**config.mk**
```make
export PLATFORM = sky130hd
export DESIGN_NAME = mem_port_arbiter
export DESIGN_NICKNAME = d
export VERILOG_FILES = /design/src/rtl/mem_arb_pkg.sv /design/src/rtl/mem_addr_check.sv /design/src/rtl/mem_port_arbiter.sv
export SDC_FILE = /design/constraint.sdc
export NUM_CORES = 1
export LEC_CHECK = 0
export CAP_MARGIN = 10
export CORE_ASPECT_RATIO = 0.9
export CORE_MARGIN = 2
export CORE_UTILIZATION = 37
export CTS_CLUSTER_DIAMETER = 200
export CTS_CLUSTER_SIZE = 10
export DETAILED_ROUTE_END_ITERATION = 10
export GPL_ROUTABILITY_DRIVEN = 1
export PLACE_DENSITY_LB_ADDON = 0.1
export REMOVE_ABC_BUFFERS = 1
export SYNTH_ARGS = -nofsm -noshare
export SYNTH_HDL_FRONTEND = slang
export SYNTH_HIERARCHICAL = 1
export SYNTH_SLANG_ARGS = --single-unit
```
**constraint.sdc**
```tcl
create_clock -name clk -period 2.6 [get_ports clk]
set_input_delay 0.52 -clock clk [delete_from_list [all_inputs] [get_ports clk]]
set_output_delay 0.52 -clock clk [all_outputs]
set_load 0.05 [all_outputs]
```
**src/rtl/mem_arb_pkg.sv**
```systemverilog
// ---------------------------------------------------------------------------
// mem_arb_pkg
//   Shared definitions for the memory port arbiter:
//     - arbiter FSM state encoding
//     - default memory map (instruction base, total size)
//     - access-owner encoding (fetch vs. load/store)
//     - error-cause codes produced by the address legality check
//     - small helper for word alignment
// ---------------------------------------------------------------------------
package mem_arb_pkg;

  typedef enum logic [1:0] {
    ST_IDLE = 2'd0,
    ST_BUSY = 2'd1,
    ST_RESP = 2'd2
  } arb_state_t;

  // Default memory map: data 0x0000-0x0FFF, instructions 0x1000-0x1FFF.
  localparam logic [31:0] INST_BASE_DEF = 32'h0000_1000;
  localparam logic [31:0] MEM_SIZE_DEF  = 32'h0000_2000;

  typedef enum logic {
    OWN_IF = 1'b0,
    OWN_D  = 1'b1
  } owner_t;

  // Why an access was refused. Only "none vs. anything else" leaves the
  // checker today; the finer causes keep the rule set readable.
  typedef enum logic [2:0] {
    ERR_NONE       = 3'd0,
    ERR_MISALIGN   = 3'd1,
    ERR_RANGE      = 3'd2,
    ERR_FETCH_DATA = 3'd3,
    ERR_LOAD_INST  = 3'd4,
    ERR_STORE_INST = 3'd5
  } err_cause_t;

  function automatic logic is_word_aligned(input logic [31:0] addr);
    return (addr[1:0] == 2'b00);
  endfunction

endpackage

```
**src/rtl/mem_addr_check.sv**
```systemverilog
// ---------------------------------------------------------------------------
// mem_addr_check
//   Combinational legality check for the access that is about to be granted.
//   Ports:
//     addr     in  32 : byte address of the winning requester
//     is_fetch in  1  : 1 = instruction fetch, 0 = load/store
//     we       in  1  : 1 = store (only meaningful for data accesses)
//     illegal  out 1  : access must not reach the memory array
// ---------------------------------------------------------------------------
module mem_addr_check
  import mem_arb_pkg::*;
#(
  parameter logic [31:0] INST_BASE = INST_BASE_DEF,
  parameter logic [31:0] MEM_SIZE  = MEM_SIZE_DEF
) (
  input  logic [31:0] addr,
  input  logic        is_fetch,
  input  logic        we,
  output logic        illegal
);

  err_cause_t cause;

  // Rules are checked in priority order; the first that fires names the cause.
  always_comb begin
    cause = ERR_NONE;
    if (!is_word_aligned(addr)) begin
      cause = ERR_MISALIGN;
    end else if (addr >= MEM_SIZE) begin
      cause = ERR_RANGE;
    end else if (is_fetch && (addr < INST_BASE)) begin
      cause = ERR_FETCH_DATA;
    end else if (!is_fetch && (addr >= INST_BASE)) begin
      cause = we ? ERR_STORE_INST : ERR_LOAD_INST;
    end
  end

  assign illegal = (cause != ERR_NONE);

endmodule

```
**src/rtl/mem_port_arbiter.sv**
```systemverilog
// ---------------------------------------------------------------------------
// mem_port_arbiter
//   Shares one unified byte-addressable memory between the instruction-fetch
//   port and the load/store port. Each side uses a req/gnt/rvalid handshake;
//   one access is in flight at a time and is sequenced over MEM_LAT cycles.
//   Illegal accesses are answered with an error and never touch the array.
//
//   Ports:
//     clk, rst_n                  : clock, asynchronous active-low reset
//     if_req, if_addr             : fetch request / address
//     if_gnt, if_rvalid           : fetch grant pulse / response pulse
//     if_rdata, if_err            : fetch response data / error (0 unless rvalid)
//     d_req, d_we, d_addr, d_wdata: data request, store flag, address, store data
//     d_gnt, d_rvalid             : data grant pulse / response (also store done)
//     d_rdata, d_err              : data response data / error (0 unless rvalid)
//     m_addr, m_wdata             : memory address / write data (0 when idle)
//     m_read, m_write             : memory strobes
//     m_rdata                     : memory read data
// ---------------------------------------------------------------------------
module mem_port_arbiter
  import mem_arb_pkg::*;
#(
  parameter int unsigned MEM_LAT    = 2,
  parameter int unsigned STARVE_MAX = 4,
  parameter logic [31:0] INST_BASE  = INST_BASE_DEF,
  parameter logic [31:0] MEM_SIZE   = MEM_SIZE_DEF
) (
  input  logic        clk,
  input  logic        rst_n,
  input  logic        if_req,
  input  logic [31:0] if_addr,
  output logic        if_gnt,
  output logic        if_rvalid,
  output logic [31:0] if_rdata,
  output logic        if_err,
  input  logic        d_req,
  input  logic        d_we,
  input  logic [31:0] d_addr,
  input  logic [31:0] d_wdata,
  output logic        d_gnt,
  output logic        d_rvalid,
  output logic [31:0] d_rdata,
  output logic        d_err,
  output logic [31:0] m_addr,
  output logic [31:0] m_wdata,
  output logic        m_read,
  output logic        m_write,
  input  logic [31:0] m_rdata
);

  localparam int unsigned SW = $clog2(STARVE_MAX + 1);
  localparam int unsigned LW = (MEM_LAT > 1) ? $clog2(MEM_LAT) : 1;

  localparam logic [SW-1:0] STARVE_LIM = SW'(STARVE_MAX);
  localparam logic [LW-1:0] LAT_LAST   = LW'(MEM_LAT - 1);

  arb_state_t    state;
  arb_state_t    state_nxt;
  owner_t        owner;
  logic          we_q;
  logic [31:0]   addr_q;
  logic [31:0]   wdata_q;
  logic [31:0]   rdata_q;
  logic          err_q;
  logic [SW-1:0] starve_cnt;
  logic [LW-1:0] lat_cnt;

  logic          win_if;
  logic          win_d;
  logic [31:0]   win_addr;
  logic          win_we;
  logic          win_illegal;
  logic          lat_last;

  // -------------------------------------------------------------------------
  // Arbitration: only evaluated while idle. Data has priority, except that
  // once STARVE_MAX data grants have gone by with fetch waiting, fetch wins.
  // -------------------------------------------------------------------------
  always_comb begin
    win_if = 1'b0;
    win_d  = 1'b0;
    if (state == ST_IDLE) begin
      if (if_req && (!d_req || (starve_cnt == STARVE_LIM))) begin
        win_if = 1'b1;
      end else if (d_req) begin
        win_d = 1'b1;
      end
    end
  end

  assign win_addr = win_if ? if_addr : d_addr;
  assign win_we   = win_d & d_we;

  mem_addr_check #(
    .INST_BASE (INST_BASE),
    .MEM_SIZE  (MEM_SIZE)
  ) u_addr_check (
    .addr     (win_addr),
    .is_fetch (win_if),
    .we       (win_we),
    .illegal  (win_illegal)
  );

  assign lat_last = (lat_cnt == LAT_LAST);

  // -------------------------------------------------------------------------
  // FSM state register
  // -------------------------------------------------------------------------
  always_ff @(posedge clk or negedge rst_n) begin
    if (!rst_n) begin
      state <= ST_IDLE;
    end else begin
      state <= state_nxt;
    end
  end

  // Next state and control strobes. Grants are combinational so they appear
  // in the same cycle the request is sampled; they are gated with rst_n so a
  // held request cannot produce a grant while reset is asserted.
  always_comb begin
    state_nxt = state;
    if_gnt    = 1'b0;
    d_gnt     = 1'b0;
    if_rvalid = 1'b0;
    d_rvalid  = 1'b0;
    m_read    = 1'b0;
    m_write   = 1'b0;
    case (state)
      ST_IDLE: begin
        if_gnt = rst_n & win_if;
        d_gnt  = rst_n & win_d;
        if (win_if || win_d) begin
          state_nxt = win_illegal ? ST_RESP : ST_BUSY;
        end
      end
      ST_BUSY: begin
        m_read  = ~we_q;
        // Write strobe stays low on the first BUSY cycle so address and data
        // are already stable when it rises.
        m_write = we_q & (lat_cnt != '0);
        if (lat_last) begin
          state_nxt = ST_RESP;
        end
      end
      ST_RESP: begin
        if_rvalid = (owner == OWN_IF);
        d_rvalid  = (owner == OWN_D);
        state_nxt = ST_IDLE;
      end
      default: begin
        state_nxt = ST_IDLE;
      end
    endcase
  end

  // -------------------------------------------------------------------------
  // Access registers: captured at the grant edge, held through RESP, then
  // cleared so the memory side reads 0 while idle.
  // -------------------------------------------------------------------------
  always_ff @(posedge clk or negedge rst_n) begin
    if (!rst_n) begin
      owner   <= OWN_IF;
      we_q    <= 1'b0;
      addr_q  <= '0;
      wdata_q <= '0;
      rdata_q <= '0;
      err_q   <= 1'b0;
    end else begin
      case (state)
        ST_IDLE: begin
          if (win_if || win_d) begin
            owner   <= win_if ? OWN_IF : OWN_D;
            we_q    <= win_we;
            addr_q  <= win_addr;
            wdata_q <= win_we ? d_wdata : '0;
            rdata_q <= '0;
            err_q   <= win_illegal;
          end
        end
        ST_BUSY: begin
          if (lat_last && !we_q) begin
            rdata_q <= m_rdata;
          end
        end
        ST_RESP: begin
          we_q    <= 1'b0;
          addr_q  <= '0;
          wdata_q <= '0;
        end
        default: begin
        end
      endcase
    end
  end

  // -------------------------------------------------------------------------
  // Latency counter: 0 .. MEM_LAT-1 across the BUSY cycles, 0 otherwise.
  // -------------------------------------------------------------------------
  always_ff @(posedge clk or negedge rst_n) begin
    if (!rst_n) begin
      lat_cnt <= '0;
    end else if (state == ST_BUSY && !lat_last) begin
      lat_cnt <= lat_cnt + 1'b1;
    end else begin
      lat_cnt <= '0;
    end
  end

  // -------------------------------------------------------------------------
  // Starvation counter: counts data grants taken while fetch was waiting.
  // A data grant with no fetch pending, or any fetch grant, restarts it.
  // -------------------------------------------------------------------------
  always_ff @(posedge clk or negedge rst_n) begin
    if (!rst_n) begin
      starve_cnt <= '0;
    end else if (win_d) begin
      if (!if_req) begin
        starve_cnt <= '0;
      end else if (starve_cnt != STARVE_LIM) begin
        starve_cnt <= starve_cnt + 1'b1;
      end
    end else if (win_if) begin
      starve_cnt <= '0;
    end
  end

  // Response data and error are only driven while the owner's rvalid is high.
  assign if_rdata = if_rvalid ? rdata_q : '0;
  assign if_err   = if_rvalid & err_q;
  assign d_rdata  = d_rvalid ? rdata_q : '0;
  assign d_err    = d_rvalid & err_q;

  assign m_addr   = addr_q;
  assign m_wdata  = wdata_q;

endmodule

```
==> results <==
## power by group through the flow
stage / Combinational, mW / Sequential (mW) / Clock [mW]
after floorplan: 0.924 / 2.83 / 0
after global placement: 2.92 / 2.04 / 0
after detailed placement: 2.96 / 2.04 / 0
after CTS: 3.05 / 2.02 / 1.41
after global routing: 3.22 / 2.05 / 1.48
final: 3.07 / 2.02 / 1.38
## what timing repair did
| action | 4_1_cts | 5_1_grt |
|---|---|---|
| gates cloned | 1 | 0 |
| setup endpoints to repair | 5 | 65 |
| hold buffers | 0 | 0 |
| gates resized for setup | 17 | 5 |
| pin swaps | 7 | 2 |
| buffers inserted | 1 | 2 |
## sequential cells by signal, summed over array words and instances (netlist names)
signal,cells
err_q,1
lat_cnt,1
m_addr,32
m_wdata,32
owner,1
rdata_q,32
starve_cnt,3
state,2
we_q,1
## final timing paths
| path | to | startpoint | cells past startpoint |
|---|---|---|---|
| worst min-delay path | m_addr[25] | rst_n | 2 |
| worst max-delay path | err_q | starve_cnt[0] | 11 |
| worst max register to register | err_q | starve_cnt[0] | 11 |
| max in group asynchronous | m_wdata[6] | rst_n | 2 |
| min in group clk | m_wdata[31] | m_wdata[31] | 1 |
| worst min register to register | m_wdata[31] | m_wdata[31] | 1 |
## cell type report
cell class                 count  area [µm²]  area share
timing repair buffer         301        3630       0.392
sequential                   105        2630       0.284
multi-input combinational    294        2310       0.250
tap                          193         241      0.0261
clock buffer                   9         225      0.0243
inverter                      37         139      0.0150
clock inverter                 7        81.3     0.00879
antenna                        1        2.50    0.000270
## critical path, stage by stage, from the launching register on
cell,delay [ps]
dfrtp_1,400
inv_2,80
ha_4,150
nand2_4,50
a2111oi_4,420
buf_4,200
clkbuf_16,140
mux2_4,290
nor4_1,240
and4_1,220
nand4_1,160
mux2_4,320
## stage by stage
stage	power (mW)	setup TNS, ps
2_1_floorplan	3.75	-107820
3_3_place_gp	4.96	-1240
3_5_place_dp	5.00	-1410
4_1_cts	6.48	-451
5_1_grt	6.75	-764
6_report	6.46	-414
## placed cells by master (no fill, tap or decap), types with 2 or more instances in the layout
cell type,count
a21oi_1,2
a221o_1,32
a22o_1,23
a32o_1,10
and3_1,4
buf_12,68
buf_4,34
buf_6,2
clkbuf_16,10
clkdlybuf4s50_1,193
clkinv_8,2
dfrtp_1,105
dlygate4sd2_1,2
inv_1,33
inv_2,3
inv_6,3
inv_8,2
mux2_2,20
mux2_4,3
mux2i_1,32
nand2_1,34
nor2_1,8
nor3_1,63
nor3_2,2
nor3b_1,33
nor4_2,3
## per-layer routing
layer / vias to the layer above / track usage
met5: - / 0
met4: 0 / 0.0688
met3: 23 / 0.0423
met2: 164 / 0.388
met1: 2446 / 0.297
li1: 2287 / -
==> run summary <==
Status = finished, violations left
Failing checks = setup timing
Cell Count, Final, Fillers Out = 947
Post-route worst setup slack = -181 ps
Net Sw Frac = 0.419
Io pins = 269
Die Wd = 129 µm
Cells after DPL = 926
Fin nets = 883
ANT nets after route = 0
# setup viols final = 3
Worst-margin pin slew = 778 ps
Largest net degree at the start of global routing = 70
CTS sink count = 105
Routed len/inst = 18.5 µm
Vias in the first global route = 4,948
Detailed placer's ending HPWL = 12.7 mm
Cell Pwr Density = 699 mW/mm²
Pre-antenna DRT Iters = 4
Gate Count Post-Synth = 485
Final hold vios = 0
Post-layout min period = 2780 ps
Port bufs = 268
Synthesis Warnings = 6
Antenna violations before repair = 0
Slew margin rel. = 0.481
Worst hold path class = input port to asynchronous set/reset pin
Combinational Power Share = 0.474
WP data arrival = 3010 ps
Met1 wire length = 7.30 mm
Total CTS buffers = 9
Max cap viols = 0
# fillers = 1,086
Die footprint = 0.0151 mm²
P&R area growth vs syn = 76.9%
Metal3 WL = 978 µm
GRT Util Overall = 0.227
Fmax = 360 MHz
Internal Power = 3.75 mW
LEAKAGE = 3.80 nW
Final period util = 1.07
Drt drc = 0
Area of the core = 0.0139 mm²
Std-Cell Rows = 41
Dpl ws = -535 ps
Critical path class = register to register
Fraction of layout cells with a size suffix above 1 = 0.215
Initial Utilization = 0.376
Clk Latency, worst-skew pair = 340 ps
Critical Path Start Type = register
Die span in y = 117 µm
GP Congestion = 0.838
First-pass GRT wire length = 27.0 mm
CTS tree = done
Finished Core Util = 0.666
VDD IR max = 0.581 mV
CP endpoint kind = register
Post-Layout Inst Area = 0.00925 mm²
Clock share of power = 0.213
Vias per inst = 5.20
WP data required = 2830 ps
Gr ovfl total = 0
Cell Area, Placed = 0.00883 mm²
Longest Clk Path Bufs = 2
Initial DRC Count = 202
Root Buffer = clkbuf_16
Worst-path clk slew = 80 ps
Uppermost layer routed = met4
Sequential Power Share = 0.312
Worst-path fanout max = 7
Synth Area per Inst = 10.8 µm²
Total Wirelength = 17.5 mm
Post-synthesis cell area = 0.00523 mm²
R2R setup slack = -180 ps
Net switching power = 2.71 mW
Slew Limit Fails = 0
H-Tree Depth = 3
RSZ-0062 raised after global routing = yes
Vias = 4,920
Met2 Routed Length = 8.88 mm
Hold WS = 317 ps
Clock Skew = 8.24 ps
(Power assumes the default switching activity.)
